`config.mk`:
```
export PLATFORM = sky130hd
export DESIGN_NAME = lab4_sys_net_tag_adapter
export DESIGN_NICKNAME = d
export VERILOG_FILES = /design/src/rtl/lab4_sys_net_adapter_pkg.sv /design/src/rtl/lab4_sys_tag_alloc.sv /design/src/rtl/lab4_sys_net_tag_adapter.sv
export SDC_FILE = /design/constraint.sdc
export NUM_CORES = 1
export LEC_CHECK = 0
export ABC_CLOCK_PERIOD_IN_PS = 4300
export CAP_MARGIN = 20
export CELL_PAD_IN_SITES_DETAIL_PLACEMENT = 0
export CELL_PAD_IN_SITES_GLOBAL_PLACEMENT = 2
export CORE_ASPECT_RATIO = 1.2
export CORE_MARGIN = 8
export CORE_UTILIZATION = 34
export DETAILED_ROUTE_END_ITERATION = 8
export PLACE_DENSITY = 0.83
export SETUP_SLACK_MARGIN = 0.4
export SLEW_MARGIN = 20
export SYNTH_ARGS = -nofsm -noshare
export SYNTH_HDL_FRONTEND = slang
export SYNTH_SLANG_ARGS = --single-unit
```
`constraint.sdc`:
```
create_clock -name clk -period 4.3 [get_ports clk]
set_input_delay 0.86 -clock clk [delete_from_list [all_inputs] [get_ports clk]]
set_output_delay 0.86 -clock clk [all_outputs]
set_load 0.03 [all_outputs]
```
`src/rtl/lab4_sys_net_adapter_pkg.sv`:
```
// Shared message formats and helpers for the cache<->network tag adapter.
package lab4_sys_net_adapter_pkg;

  // 4B cache request: {type, opaque, addr, len, data}
  typedef struct packed {
    logic [2:0]  msg_type;
    logic [7:0]  opaque;
    logic [31:0] addr;
    logic [1:0]  len;
    logic [31:0] data;
  } mem_req_4B_t;

  // 4B cache response: {type, opaque, test, len, data}
  typedef struct packed {
    logic [2:0]  msg_type;
    logic [7:0]  opaque;
    logic [1:0]  test;
    logic [1:0]  len;
    logic [31:0] data;
  } mem_resp_4B_t;

  // 12-bit network header; opaque carries the adapter tag
  typedef struct packed {
    logic [1:0] src;
    logic [1:0] dest;
    logic [7:0] opaque;
  } net_msg_hdr_t;

  typedef struct packed {
    net_msg_hdr_t hdr;
    mem_req_4B_t  payload;
  } net_req_msg_t;

  typedef struct packed {
    net_msg_hdr_t hdr;
    mem_resp_4B_t payload;
  } net_resp_msg_t;

  // One outstanding request: original opaque and the bank it was sent to
  typedef struct packed {
    logic       valid;
    logic [7:0] opaque;
    logic [1:0] dest;
  } tag_entry_t;

  localparam int REQ_W   = $bits(mem_req_4B_t);
  localparam int RESP_W  = $bits(mem_resp_4B_t);
  localparam int NREQ_W  = $bits(net_req_msg_t);
  localparam int NRESP_W = $bits(net_resp_msg_t);

  // Index width for a table of n tags (at least one bit)
  function automatic int tag_width(input int n);
    return (n <= 1) ? 1 : $clog2(n);
  endfunction

endpackage

```
`src/rtl/lab4_sys_tag_alloc.sv`:
```
// Tag allocator: valid bit-vector, lowest-free priority encoder, occupancy counter.
// A tag freed this cycle only becomes visible as free from the next cycle.
module lab4_sys_tag_alloc #(
  parameter int p_num_tags = 8,
  parameter int p_tw       = 3,
  parameter int p_cw       = 4
) (
  input  logic            clk,
  input  logic            reset,
  input  logic            alloc,
  input  logic            free,
  input  logic [p_tw-1:0] free_tag,
  output logic            avail,
  output logic [p_tw-1:0] alloc_tag,
  output logic [p_cw-1:0] num_out
);

  logic [p_num_tags-1:0] valid_q;
  logic [p_cw-1:0]       count_q;

  // Lowest-index free tag; scanning downward lets the lowest index win
  always_comb begin
    avail     = 1'b0;
    alloc_tag = '0;
    for (int i = p_num_tags - 1; i >= 0; i--) begin
      if (!valid_q[i]) begin
        avail     = 1'b1;
        alloc_tag = p_tw'(i);
      end
    end
  end

  // Valid vector and occupancy; alloc and free always target different tags
  always_ff @(posedge clk or negedge reset) begin
    if (!reset) begin
      valid_q <= '0;
      count_q <= '0;
    end else begin
      if (alloc) valid_q[alloc_tag] <= 1'b1;
      if (free)  valid_q[free_tag]  <= 1'b0;
      case ({alloc, free})
        2'b10:   count_q <= count_q + p_cw'(1);
        2'b01:   count_q <= count_q - p_cw'(1);
        default: count_q <= count_q;
      endcase
    end
  end

  assign num_out = count_q;

endmodule

```
`src/rtl/lab4_sys_net_tag_adapter.sv`:
```
// Cache<->network adapter: tags outgoing requests, restores the original opaque
// on returning responses. Both directions are one-entry registered stages.
// Handshake: a transfer happens on a cycle where val && rdy are both high;
// a producer holding val keeps its message stable until that cycle.
module lab4_sys_net_tag_adapter
  import lab4_sys_net_adapter_pkg::*;
#(
  parameter int p_num_tags  = 8,
  parameter int p_num_banks = 4,
  parameter int p_bank_lsb  = 4
) (
  input  logic                            clk,
  input  logic                            reset,
  input  logic [1:0]                      src_id,
  input  logic [REQ_W-1:0]                creq_msg,
  input  logic                            creq_val,
  output logic                            creq_rdy,
  output logic [NREQ_W-1:0]               nreq_msg,
  output logic                            nreq_val,
  input  logic                            nreq_rdy,
  input  logic [NRESP_W-1:0]              nresp_msg,
  input  logic                            nresp_val,
  output logic                            nresp_rdy,
  output logic [RESP_W-1:0]               cresp_msg,
  output logic                            cresp_val,
  input  logic                            cresp_rdy,
  output logic [$clog2(p_num_tags+1)-1:0] num_out,
  output logic                            err
);

  localparam int TW = tag_width(p_num_tags);
  localparam int CW = $clog2(p_num_tags + 1);
  localparam int BW = (p_num_banks > 1) ? $clog2(p_num_banks) : 1;

  mem_req_4B_t   creq;
  net_resp_msg_t nresp;
  net_req_msg_t  rq_q, rq_d;
  net_resp_msg_t rs_q;
  mem_resp_4B_t  rs_d;
  logic          rq_full, rs_full, err_q;
  tag_entry_t    table_q [p_num_tags];

  logic          avail;
  logic [TW-1:0] alloc_tag, rsp_tag;
  logic [1:0]    dest;
  logic          creq_fire, nresp_fire, in_range, hit, deliver;
  tag_entry_t    entry;
  logic          unused_bits;

  assign creq  = creq_msg;
  assign nresp = nresp_msg;

  assign creq_rdy   = avail && (!rq_full || nreq_rdy);
  assign creq_fire  = creq_val && creq_rdy;
  assign nresp_rdy  = !rs_full || cresp_rdy;
  assign nresp_fire = nresp_val && nresp_rdy;

  // Response lookup; out-of-range tags never touch the table
  assign rsp_tag  = nresp.hdr.opaque[TW-1:0];
  assign in_range = ({1'b0, nresp.hdr.opaque} < 9'(p_num_tags));
  assign entry    = table_q[rsp_tag];
  assign hit      = in_range && entry.valid;
  assign deliver  = nresp_fire && hit;

  // The returning header's dest is our own id; nothing to do with it
  assign unused_bits = ^nresp.hdr.dest;

  lab4_sys_tag_alloc #(
    .p_num_tags (p_num_tags),
    .p_tw       (TW),
    .p_cw       (CW)
  ) u_alloc (
    .clk       (clk),
    .reset     (reset),
    .alloc     (creq_fire),
    .free      (deliver),
    .free_tag  (rsp_tag),
    .avail     (avail),
    .alloc_tag (alloc_tag),
    .num_out   (num_out)
  );

  // Bank select from the address; single-bank systems always target bank 0
  always_comb begin
    dest = '0;
    if (p_num_banks > 1) dest[BW-1:0] = creq.addr[p_bank_lsb +: BW];
  end

  // Network request: tag replaces opaque in both header and payload
  always_comb begin
    rq_d                = '0;
    rq_d.hdr.src        = src_id;
    rq_d.hdr.dest       = dest;
    rq_d.hdr.opaque     = 8'(alloc_tag);
    rq_d.payload        = creq;
    rq_d.payload.opaque = 8'(alloc_tag);
  end

  // Cache response: restore the opaque saved at allocation
  always_comb begin
    rs_d        = nresp.payload;
    rs_d.opaque = entry.opaque;
  end

  // Request pipeline register
  always_ff @(posedge clk or negedge reset) begin
    if (!reset) begin
      rq_full <= 1'b0;
      rq_q    <= '0;
    end else if (creq_fire) begin
      rq_full <= 1'b1;
      rq_q    <= rq_d;
    end else if (nreq_rdy) begin
      rq_full <= 1'b0;
    end
  end

  // Response pipeline register; dropped responses never load it
  always_ff @(posedge clk or negedge reset) begin
    if (!reset) begin
      rs_full <= 1'b0;
      rs_q    <= '0;
    end else if (deliver) begin
      rs_full     <= 1'b1;
      rs_q.hdr    <= nresp.hdr;
      rs_q.payload <= rs_d;
    end else if (cresp_rdy) begin
      rs_full <= 1'b0;
    end
  end

  // Tag table: fill on allocation, invalidate on delivered response
  always_ff @(posedge clk or negedge reset) begin
    if (!reset) begin
      for (int i = 0; i < p_num_tags; i++) table_q[i] <= '0;
    end else begin
      if (creq_fire) table_q[alloc_tag] <= '{valid: 1'b1, opaque: creq.opaque, dest: dest};
      if (deliver)   table_q[rsp_tag].valid <= 1'b0;
    end
  end

  // Sticky error: unknown tag, or response from a bank other than the one asked
  always_ff @(posedge clk or negedge reset) begin
    if (!reset) err_q <= 1'b0;
    else if (nresp_fire && (!hit || (nresp.hdr.src != entry.dest))) err_q <= 1'b1;
  end

  assign nreq_msg  = rq_q;
  assign nreq_val  = rq_full;
  assign cresp_msg = rs_q.payload;
  assign cresp_val = rs_full;
  assign err       = err_q;

endmodule
```
Word level (Yosys, flattened, before mapping):

Cells that the tools add are included.

* output and inout bits: 145
* register bits: 226
* logic and storage cells: 117
* bits of input ports: 144

* eq/ne operators: 3
* magnitude comparators: 9
* reduce and logical (&&, ||, !) cells: 19
* mux-type cells: 38
* add/subtract/negate cells: 2
* bitwise gates (word level): 5

Operators by type and width (number)
* 88-bit bitwise mux: 2
* 88-bit two-way mux: 2
* 11-bit demux with 3-bit select: 2
* 11-bit two-way mux: 4
* 11-bit binary-select mux with 3-bit select: 1
* 3-bit two-way mux: 8
* 8-bit two-way mux: 2
* 1-bit two-way mux: 14
* 1-bit logical AND: 10
* 8-bit bitwise AND: 1
* 4-bit greater-or-equal comparator (second input constant): 2
* 3-bit by 4-bit less-than comparator with 1-bit output (second input constant): 2
* 4-bit by 1-bit less-than comparator with 1-bit output (second input constant): 2
* 8-bit by 4-bit less-than comparator with 1-bit output (second input constant): 1
* 3-bit NOT with 4-bit output: 2
* 8-bit NOT: 1
* 8-bit bitwise OR: 1
* 4-bit case mux with 2 select lines: 1
* 1-bit demux with 3-bit select: 2
* 3-bit by 1-bit greater-or-equal comparator with 1-bit output (second input constant): 2
* 2-bit nonzero test: 3
* 4-bit by 1-bit adder with 4-bit output (second input constant): 1
* 4-bit by 1-bit subtractor with 4-bit output (second input constant): 1
* 1-bit logical NOT: 3
* other kinds (4): 6

Longest topological paths before layout:

Gate-level depths: netlist of the first run.

* word-level depth: 17
* depth in mapped cells: 15
* gate-level depth less buffers: 12

By module:

From an unflattened synthesis of the first run, not the netlist that was laid out.

* cell total of the unflattened synthesis: 791
* area total of the unflattened synthesis: 9633.0 µm²

By module, submodules not included
* lab4_sys_net_tag_adapter: seq. area each 5305.1 µm², instances 1, area each 8973.6 µm², cells each 725
* lab4_sys_tag_alloc: seq. area each 300.3 µm², instances 1, area each 659.4 µm², cells each 66

Worst setup path after synthesis of the first run:

Ideal clock, no wire load.

* path kind: in2reg
* start: in nresp_msg[51]
* end: reg u_alloc.count_q[2] (netlist: u_alloc.num_out[2])
* buffers on the path: 2
* path slack: 814 ps
* setup time: 122 ps
* required time: 4178 ps
* arrival: 3364 ps
* stages on the path: 14
* cell sequence: or4_1 > a211o_1 > a211oi_2 > nand3_2 > inv_2 > buf_4 > buf_6 > ha_1 > xor2_1 > ha_1 > a21oi_1 > xor2_1 > nor2_1 > xnor2_1

* word-level cells in the longest chain between the ends: 5
* elaborated cells between the ends (all ways): 7
* classes of those cells: order compare: 1; eq/ne: 2; mux: 1; reduce/logical: 3

Ends and longest elaborated chain
* start: declaration: line lab4_sys_net_tag_adapter.sv:21 `input logic [NRESP_W-1:0] nresp_msg,`
* 8-bit by 4-bit less-than comparator with 1-bit output (*): line lab4_sys_net_tag_adapter.sv:60 `assign in_range = ({1'b0, nresp.hdr.opaque} < 9'(p_num_tags));`
* 1-bit logical AND (*): line lab4_sys_net_tag_adapter.sv:62 `assign hit = in_range && entry.valid;`
* 1-bit logical AND (*): line lab4_sys_net_tag_adapter.sv:63 `assign deliver = nresp_fire && hit;`
* net deliver: line lab4_sys_net_tag_adapter.sv:46 `logic creq_fire, nresp_fire, in_range, hit, deliver;`
* 2-bit by 1-bit equality test with 1-bit output / 2-bit equality test (equally long branches): line lab4_sys_tag_alloc.sv:41 `case ({alloc, free})`
* 4-bit case mux with 2 select lines / 2-bit nonzero test (equally long branches)
* end signal: assignment: line lab4_sys_tag_alloc.sv:42 `2'b10: count_q <= count_q + p_cw'(1);`
* end signal: assignment: line lab4_sys_tag_alloc.sv:43 `2'b01: count_q <= count_q - p_cw'(1);`
* end signal: assignment: line lab4_sys_tag_alloc.sv:44 `default: count_q <= count_q;`
* end: declaration: line lab4_sys_tag_alloc.sv:19 `logic [p_cw-1:0] count_q;`

The timed path passes the listed nets; every way through them passes the cells marked *.
A chain may end at the register's enable or synchronous reset.

Worst setup path after layout of the first run:

* start: in nresp_msg[51]
* end: reg u_alloc.count_q[2] (netlist: u_alloc.num_out[2])

* word-level cells in the longest chain between the ends: 5
* elaborated cells between the ends (all ways): 7
* classes of those cells: order compare: 1; eq/ne: 2; mux: 1; reduce/logical: 3

Ends and longest elaborated chain (line)
* 8-bit by 4-bit less-than comparator with 1-bit output (*): lab4_sys_net_tag_adapter.sv:60
* 1-bit logical AND (*): lab4_sys_net_tag_adapter.sv:62
* 1-bit logical AND (*): lab4_sys_net_tag_adapter.sv:63
* 2-bit by 1-bit equality test with 1-bit output / 2-bit equality test (equally long branches): lab4_sys_tag_alloc.sv:41
* 4-bit case mux with 2 select lines / 2-bit nonzero test (equally long branches)

Mark *: on every way between the ends. The rest lies on a longest branch, timed or not.

==> results_dict.tcl, run 1 <==
set metrics [dict create \
    syn_inst 635 \
    finalSetupTns_ns 0 \
    yosysWarnings 0 \
    reg2reg_from "u_alloc.valid_q[2]" \
    grt_pass1_vias 6379 \
    gp_congestion 0.786 \
    nets 1054 \
    ios 289 \
    power_density_mw_per_mm2 729 \
    ys_types 47 \
    core_mm2 0.0277 \
    r2r_setup_slack_ns 1.76 \
    drive_gt1_share_pct 29.8 \
    drcViolationCount 0 \
    crit_fanout 5 \
    p_leak_uw 0.00586 \
    relSlewSlack_pct 38.5 \
    ir_drop_uv 289 \
    ys.flop_type "dfrtp_1" \
    multi_input_area_mm2 0.00362 \
    max_cap_violations 0 \
    yosysTopAreaCellShare_pct 59.0 \
    grt_antenna_before_repair 1 \
    die_w_um 169 \
    wl_um 26200 \
    drv_slew 0 \
    dr.pass1.iters 4 \
    vias_per_cell 4.67 \
    synth_area_mm2 0.00950 \
    cts_buffers 25 \
    grt_max_degree 84 \
    async_flop_share_pct 100 \
    post_cts_resized 0 \
    drtIter0Drc 330 \
    area_growth_pct 42.0 \
    clk_latency_ns 0.53 \
    clock-sinks 224 \
    cts_hold_buf 0 \
    setup_viol 0 \
    tightest_slew_ns 0.923 \
    crit_path_top_delay_cell "or4_1" \
    finalCritPeriodShare_pct 74.6 \
    swShare_pct 33.8 \
    period_needed_ns 3.21 \
    max_freq_mhz 312 \
    switching_power_uw 3330 \
    skew_ns 0.0182 \
    required_ns 4.70 \
    crit_chain "clkdlybuf4s50_1 > or4_1 > a211o_1 > a211oi_2 > nand3_2 > inv_2 > ha_1 > xor2_1 > ha_1 > a21oi_1 > xor2_1 > nor2_1 > xnor2_1" \
    avgSynthCellArea_um2 15.0 \
    clkSlewWorstSetupHoldPaths_ns 0.06 \
    synth_edf_count 0 \
    p_total_uw 9840 \
    fill_cells 2422 \
    synthTopCellsByArea "dfrtp_1 59%, mux2_2 19%, mux2_4 6.2%" \
    die_area_mm2 0.0336 \
    start_util_pct 34.2 \
    seq_power_share_pct 34.7 \
    grt_overflow_total 0 \
    status "completed" \
    crit_arrival_ns 3.61 \
    comb_power_share_pct 41.2 \
    clk_path_buf_depth 3 \
    seqCellArea_mm2 0.00561 \
    cts_tree "done" \
    drtAntennaViolNets 0 \
    yosysSeqAreaShare_pct 59.0 \
    rr_endpoint "nreq_msg[6]" \
    internal_power_uw 6510 \
    grt_pass1_wl_um 39200 \
    critical_path_class "input port to flop" \
    hpwl_um 19000 \
    reg2regPathDepth 4 \
    port_buffers 268 \
    die_h_um 199 \
    htreeDepth 1 \
    postCtsSetupRepairBufs 0 \
    ys_seq_elements 224 \
    p_clk_share_pct 24.1 \
    cp-start-kind "input port" \
    core.rowCount 67 \
    clock-root-buffer "clkbuf_16" \
    grt_use_total_pct 15.1 \
    routedWlPerCell_um 20.1 \
    hp-class "input port to async pin" \
    finalHoldViolations 0 \
    synth_largest_area_cell "dfrtp_1" \
    rsz0062_at_grt "no" \
    worstSetupEndpointType "flop" \
    num_vias 6096 \
    slowest_delay_ns 0.59 \
]
worst max-delay path by stage:
stage	from	to	slack [ns]
after floorplan	nresp_msg[51]	u_alloc.num_out[2]	0.81
after global placement	nresp_msg[51]	u_alloc.num_out[3]	0.52
after detailed placement	nresp_msg[51]	u_alloc.num_out[2]	0.55
after CTS	nreq_rdy	creq_rdy	1.09
after global routing	nresp_msg[51]	u_alloc.num_out[2]	0.93
final	nresp_msg[51]	u_alloc.num_out[2]	1.09
synthesized netlist by cell type (2+ instances only):
cell,instances
mux4_2,12
nand2b_1,4
a2bb2oi_1,2
buf_4,16
ha_1,3
nor3_1,4
o22a_1,2
clkbuf_1,13
nand3_1,4
nor2_1,26
mux2_2,158
mux2_4,39
nand4_1,2
mux2i_1,12
nand2_1,11
o21ai_0,3
a311oi_1,3
a22oi_1,4
o21ai_1,2
buf_6,5
xor2_1,5
dfrtp_1,224
o21a_1,2
nor2b_1,6
buf_2,9
a211o_1,2
a221oi_1,6
a31oi_1,4
buf_1,5
xnor2_1,2
inv_1,8
a21oi_1,18
o32a_1,2
a32oi_1,4
critical path, delay by kind of cell:
kind / cells / cell delay [ns]
AND/OR/NAND/NOR: 3 / 0.78
XOR/XNOR: 3 / 0.37
buffers and inverters: 2 / 0.49
adder cells (fa/ha/maj): 2 / 0.43
AO/OA/AOI/OAI: 3 / 0.70
through the flow:
stage | cells | utilization, % | setup WS, ns | instance area [µm²] | hold WS [ns]
finish | 1304 | 48.6 | 1.09 | 13500 | 0.315
global route | 1304 | 48.6 | 0.933 | 13500 | 0.358
CTS | 1303 | 48.6 | 1.09 | 13500 | 0.337
detailed placement | 1259 | 45.2 | 0.546 | 12600 | 0.471
global placement | 1259 | 45.2 | 0.523 | 12600 | 0.453
floorplan | 644 | - | 0.814 | 9530 | 0.455
cell type report:
class	instances	area share (%)
clock buffers	34	5.33
inverters	9	0.250
repair buffers	284	20.9
flip-flops and latches	224	41.6
clock inverters	10	1.55
diodes	1	0.0186
well taps	379	3.52
multi-input cells	363	26.9
logic make-up (layout without fill, tap and decap cells):
family	count (synthesis)	in the layout	synth area share (%)
flip-flops	224	224	59.0
buffers and inverters	57	337	3.40
XOR/XNOR	7	7	0.645
other	1	11	0.0395
AND/OR/NAND/NOR	64	64	3.23
adder cells (fa/ha/maj)	3	3	0.395
AO/OA/AOI/OAI	58	58	4.29
multiplexers	221	221	29.0
power by group through the flow:
stage	logic [µW]	clock network (µW)	registers (µW)
2_1_floorplan	1550	0	4360
3_3_place_gp	4080	0	3410
3_5_place_dp	4110	0	3450
4_1_cts	4120	2450	3420
5_1_grt	4290	2520	3530
6_report	4050	2370	3410
placed cells by master (no fill, tap or decap), types with 2 or more instances in the layout:
cell type and instances:
nand2_1 11, xnor2_1 2, a211o_1 2, mux2_4 39, nand3_1 4, xor2_1 5, clkinvlp_4 2, o21a_1 2
nand2b_1 4, a22oi_1 4, buf_4 15, bufinv_16 6, o22a_1 2, a31oi_1 4, o21ai_0 3, a311oi_1 3
ha_1 3, a32oi_1 4, conb_1 10, dfrtp_1 224, clkbuf_8 6, nor2b_1 6, inv_1 8, nand4_1 2
o32a_1 2, nor3_1 3, clkbuf_16 25, a2bb2oi_1 2, mux2i_1 12, clkdlybuf4s50_1 267, a21oi_1 18, mux4_2 12
mux2_2 158, nor2_1 26, clkbuf_1 3, a221oi_1 6
layer usage:
layer	share of wire, %	global-route usage [%]	vias up
li1	-	-	2810
met1	40	18.6	3071
met2	52	26.3	178
met3	5.7	3.06	37
met4	2.3	4.54	0
met5	0	0	-
No activity file was read; power rests on OpenSTA's default activity.
==> run 2: changes to the inputs <==
--- a/config.mk
+++ b/config.mk
@@ -5,15 +5,15 @@
 export SDC_FILE = /design/constraint.sdc
 export NUM_CORES = 1
 export LEC_CHECK = 0
-export ABC_CLOCK_PERIOD_IN_PS = 4300
+export ABC_CLOCK_PERIOD_IN_PS = 2600
 export CAP_MARGIN = 20
 export CELL_PAD_IN_SITES_DETAIL_PLACEMENT = 0
 export CELL_PAD_IN_SITES_GLOBAL_PLACEMENT = 2
 export CORE_ASPECT_RATIO = 1.2
 export CORE_MARGIN = 8
-export CORE_UTILIZATION = 34
+export CORE_UTILIZATION = 29
 export DETAILED_ROUTE_END_ITERATION = 8
-export PLACE_DENSITY = 0.83
+export PLACE_DENSITY = 0.75
 export SETUP_SLACK_MARGIN = 0.4
 export SLEW_MARGIN = 20
 export SYNTH_ARGS = -nofsm -noshare
==> constraint.sdc (replaced) <==
create_clock -name clk -period 2.6 [get_ports clk]
set_input_delay 0.52 -clock clk [delete_from_list [all_inputs] [get_ports clk]]
set_output_delay 0.52 -clock clk [all_outputs]
set_load 0.03 [all_outputs]
==> results_dict.tcl, run 2 (same netlist as run 1, synthesis figures left out) <==
set metrics [dict create \
    core.rowCount 72 \
    rsz0062_at_grt "yes" \
    max_freq_mhz 430 \
    ir_drop_uv 455 \
    nets 1087 \
    grt_pass1_vias 6711 \
    grt_antenna_before_repair 2 \
    area_growth_pct 45.9 \
    period_needed_ns 2.33 \
    antenna_cells 0 \
    gp_congestion 0.716 \
    skew_ns 0.0137 \
    finalCritPeriodShare_pct 89.5 \
    power_density_mw_per_mm2 1150 \
    ios 289 \
    die_h_um 214 \
    clk_latency_ns 0.53 \
    core_mm2 0.0323 \
    crit_family "simple AND/OR/NAND/NOR gates" \
    critPathMostFrequentCell "ha_4" \
    setup_viol 0 \
    final_util_pct 43.0 \
    slowest_delay_ns 0.54 \
    cts_tree "done" \
    crit_arrival_ns 2.77 \
    clk_path_buf_depth 3 \
    start_util_pct 29.5 \
    drtAntennaViolNets 0 \
    die_area_mm2 0.0388 \
    crit_chain "buf_6 > or4_4 > a211o_1 > a211oi_2 > nand3_2 > inv_2 > ha_4 > xor2_2 > ha_4 > a21oi_2 > xor2_1 > nor2_1 > xnor2_1" \
    max_cap_violations 0 \
    drive_gt1_share_pct 33.2 \
    r2r_setup_slack_ns 0.29 \
    htreeDepth 1 \
    critical_path_class "input port to flop" \
    grt_use_total_pct 14.2 \
    dr.pass1.iters 4 \
    num_vias 6270 \
    comb_power_share_pct 43.3 \
    clkSlewWorstSetupHoldPaths_ns 0.06 \
    cts_buffers 26 \
    p_total_uw 16000 \
    fill_cells 3002 \
    swShare_pct 35.2 \
    p_leak_uw 0.00611 \
    setup_slack_ns 0.274 \
    internal_power_uw 10300 \
    cp-start-kind "input port" \
    drcViolationCount 0 \
    worstSetupEndpointType "flop" \
    p_clk_share_pct 21.1 \
    hp-class "input port to flop" \
    layout_common_cells "249 x clkdlybuf4s50_1, 224 x dfrtp_1, 158 x mux2_2" \
    grt_overflow_total 0 \
    clock-sinks 224 \
    whs_ns 0.450 \
    die_w_um 181 \
    status "completed" \
    switching_power_uw 5620 \
    seq_power_share_pct 35.6 \
    clock-root-buffer "clkbuf_16" \
    wl_um 27900 \
    grt_max_degree 71 \
    port_buffers 268 \
    cp_num_buf_inv 2 \
    finalHoldViolations 0 \
    dp_slack_ns -0.677 \
    drtIter0Drc 295 \
    routedWlPerCell_um 20.5 \
    crit_path_top_delay_cell "or4_4" \
    required_ns 3.04 \
    mostFrequentLayoutCell "clkdlybuf4s50_1" \
    hpwl_um 20200 \
    grt_pass1_wl_um 42900 \
    crit_fanout 4 \
    vias_per_cell 4.60 \
    drv_slew 0 \
]
-- run 2: changes by cell type in the layout (fill, tap and decap cells not counted), moves of 3 or more --
cell / previous run / this run
ha_1: 3 / 0
ha_4: 0 / 3
buf_4: 15 / 32
clkinv_2: 1 / 7
buf_6: 0 / 3
clkdlybuf4s50_1: 267 / 249
dlymetal6s2s_1: 0 / 4
dlygate4sd2_1: 0 / 7
buf_12: 1 / 12
bufinv_16: 6 / 0
clkbuf_1: 3 / 7
clkbuf_8: 6 / 3
buf_2: 0 / 3
-- run 2: final cells by class --
| cell class | count | area, µm² | area share, % |
|---|---|---|---|
| Inverter | 9 | 33.8 | 0.244 |
| Tap cell | 407 | 509 | 3.67 |
| Multi-Input combinational cell | 363 | 3690 | 26.6 |
| Clock buffer | 37 | 743 | 5.36 |
| Timing Repair Buffer | 316 | 3230 | 23.3 |
| Clock inverter | 8 | 43.8 | 0.316 |
| Sequential cell | 224 | 5610 | 40.5 |
-- run 2: metal layers --
metal	global-route usage [%]	up-vias	wire [µm]
met5	0	-	13
met2	25.8	153	14800
met3	3.00	33	1440
met4	3.42	2	427
met1	16.8	3202	11300
li1	-	2880	-
-- run 2: timing repair --
action / in CTS / in global routing
cloned: 1 / 0
pin swaps: 10 / 9
buffers inserted: 5 / 5
hold buffers: 1 / 0
resized for setup: 30 / 14
hold endpoints to repair: 51 / 0
endpoints found under the setup margin: 78 / 46
-- run 2: path summary, 6_finish.rpt --
kind	cells after the start	endpoint	from
min in group asynchronous	2	cresp_msg[36]	reset
worst max-delay path	13	u_alloc.num_out[2]	nresp_msg[53]
worst min register to register	1	u_alloc.num_out[3]	u_alloc.num_out[3]
worst min-delay path	3	u_alloc.valid_q[0]	nresp_msg[49]
worst max register to register	12	u_alloc.num_out[2]	table_q[54]
max in group asynchronous	3	cresp_msg[34]	reset
-- run 2: stage by stage --
stage	setup TNS [ns]	cells	instance area, µm²
6_report	0	1364	13900
3_3_place_gp	-23.87	1307	12900
4_1_cts	0	1359	13800
5_1_grt	0	1364	13900
2_1_floorplan	-1.09	644	9560
3_5_place_dp	-27.04	1307	12900
-- run 2: tightest hold or removal path: stages --
cell	delay (ns)
buf_2	0.17
nor2_2	0.11
a21oi_1	0.14
-- run 2: power by group through the flow --
| stage | clock (µW) | sequential [µW] | combinational, µW |
|---|---|---|---|
| final | 3370 | 5680 | 6910 |
| after floorplan | 0 | 7200 | 2580 |
| after global routing | 3640 | 5880 | 7290 |
| after global placement | 0 | 5700 | 6890 |
| after CTS | 3500 | 5690 | 6990 |
| after detailed placement | 0 | 5740 | 6970 |
==> RTL change (config.mk and constraints of run 1) <==
The parameter `p_num_banks` goes from 4 to 2.
--- a/src/rtl/lab4_sys_net_tag_adapter.sv
+++ b/src/rtl/lab4_sys_net_tag_adapter.sv
@@ -7,5 +7,5 @@
 #(
   parameter int p_num_tags  = 8,
-  parameter int p_num_banks = 4,
+  parameter int p_num_banks = 2,
   parameter int p_bank_lsb  = 4
 ) (
Behaviour: not the same (a bounded check fails within 4 cycles, from zero or initial values and one cycle with reset low).
==> RTL change against run 1 <==
- die area up 0.57%
- largest cell class unchanged
- register-to-register slack got worse by 0.16 ns
- wire length rose by 2.1%
- setup slack worse by 0.068 ns
- largest power group unchanged
- combinational power shrank 2%
- synthesized area grew 0.63%
- critical path type unchanged
- cell area is essentially flat
- total power is 2.8% lower
- worst hold slack improved by 0.064 ns
- sequential cell count is the same
- highest routed layer unchanged
==> RTL change: results (changes against run 1) <==
| Metric | Value |
|---|---|
| ANT cells | `0 (was 1)` |
| Register-to-register setup slack | `1.60 ns (was 1.76 ns)` |
| IO buf count | `267 (was 268)` |
| Synth top cells by count | `dfrtp_1, mux2_2, mux2_4 (unchanged)` |
| Fillers | `2,539 (was 2,422)` |
| Drt via density | `4.75 (was 4.67)` |
| Net total in the final layout | `1,070 (was 1,054)` |
| Vias in the first global route | `6,545 (was 6,379)` |
| Combinational share of power | `41.5% (was 41.2%)` |
| Syn Inst Count | `645 (was 635)` |
| GPL Wtd Cong | `0.769 (was 0.786)` |
| Worst slew margin | `34.1% (was 38.5%)` |
| WL met3 | `1490 um (about the same)` |
| Crit path to | `u_alloc.num_out[2] (unchanged)` |
| Cell Area, Placed | `12,600 um^2 (about the same)` |
| Pre-CTS worst setup slack | `0.478 ns (was 0.546 ns)` |
| Post-Place Cells | `1,275 (was 1,259)` |
| Slowest stage delay, CP | `0.78 ns (was 0.59 ns)` |
| Layout cells sized above 1 | `29.5% (was 29.8%)` |
| Tmin final | `3.28 ns (was 3.21 ns)` |
| Pin count of the biggest net entering global routing | `111 (was 84)` |
| Clock power share | `23.3% (was 24.1%)` |
| Avg WL per Cell | `20.3 um (was 20.1 um)` |
| Seq/Total Area, Yosys | `58.6% (was 59.0%)` |
| Min Hold Slack | `0.379 ns (was 0.315 ns)` |
| DRT iter0 DRCs | `288 (was 330)` |
| Worst vdd ir | `0.465 mV (was 0.289 mV)` |
| Via count | `6,260 (was 6,096)` |
| Crit path max-delay cell type | `clkdlybuf4s50_1 (was or4_1)` |
| GRT Resource Usage Total | `15.1% (about the same)` |
| Crit-path max FO | `11 (was 5)` |
| Global routing usage on met2 | `26.1% (was 26.3%)` |
| First-pass GRT wire length | `39,900 um (was 39,200 um)` |
| Pleak | `5.85 nW (was 5.86 nW)` |
| Met1 usage in global routing | `18.5% (was 18.6%)` |
| Sw Share | `34.7% (was 33.8%)` |
| DP Wirelength | `19,100 um (was 19,000 um)` |
| Met2 WL | `13,800 um (was 13,500 um)` |
| Status | `finished clean (unchanged)` |
| Layout Skew | `0.00692 ns (was 0.0182 ns)` |
| CP Data Arrival Time | `3.68 ns (was 3.61 ns)` |
-- RTL change: cell type report --
class                   count  area, um^2  area share (%)
inverters                   6        22.5           0.167
well taps                 379         474            3.52
multi-input cells         378        3670            27.2
clock inverters             7         125           0.928
repair buffers            288        2840            21.1
clock buffers              37         741            5.49
flip-flops and latches    224        5610            41.6
-- RTL change: worst max-delay path, delay by kind of cell --
family	cells	cell delay (ns)
AO/OA/AOI/OAI	3	0.56
buffers and inverters	1	0.78
AND/OR/NAND/NOR	2	0.43
XOR/XNOR	3	0.39
multiplexers	1	0.15
adder cells (fa/ha/maj)	2	0.50
-- RTL change: logic make-up after synthesis --
| family | Yosys count | synth area share [%] |
|---|---|---|
| DFF | 224 | 58.6 |
| AOI/OAI and AO/OA | 69 | 4.93 |
| xor gates and xnor gates | 7 | 0.641 |
| adders and majority gates | 3 | 0.393 |
| muxes | 221 | 28.0 |
| buffers and inverters | 53 | 3.51 |
| other | 1 | 0.0392 |
| and+or+nand+nor | 67 | 3.87 |
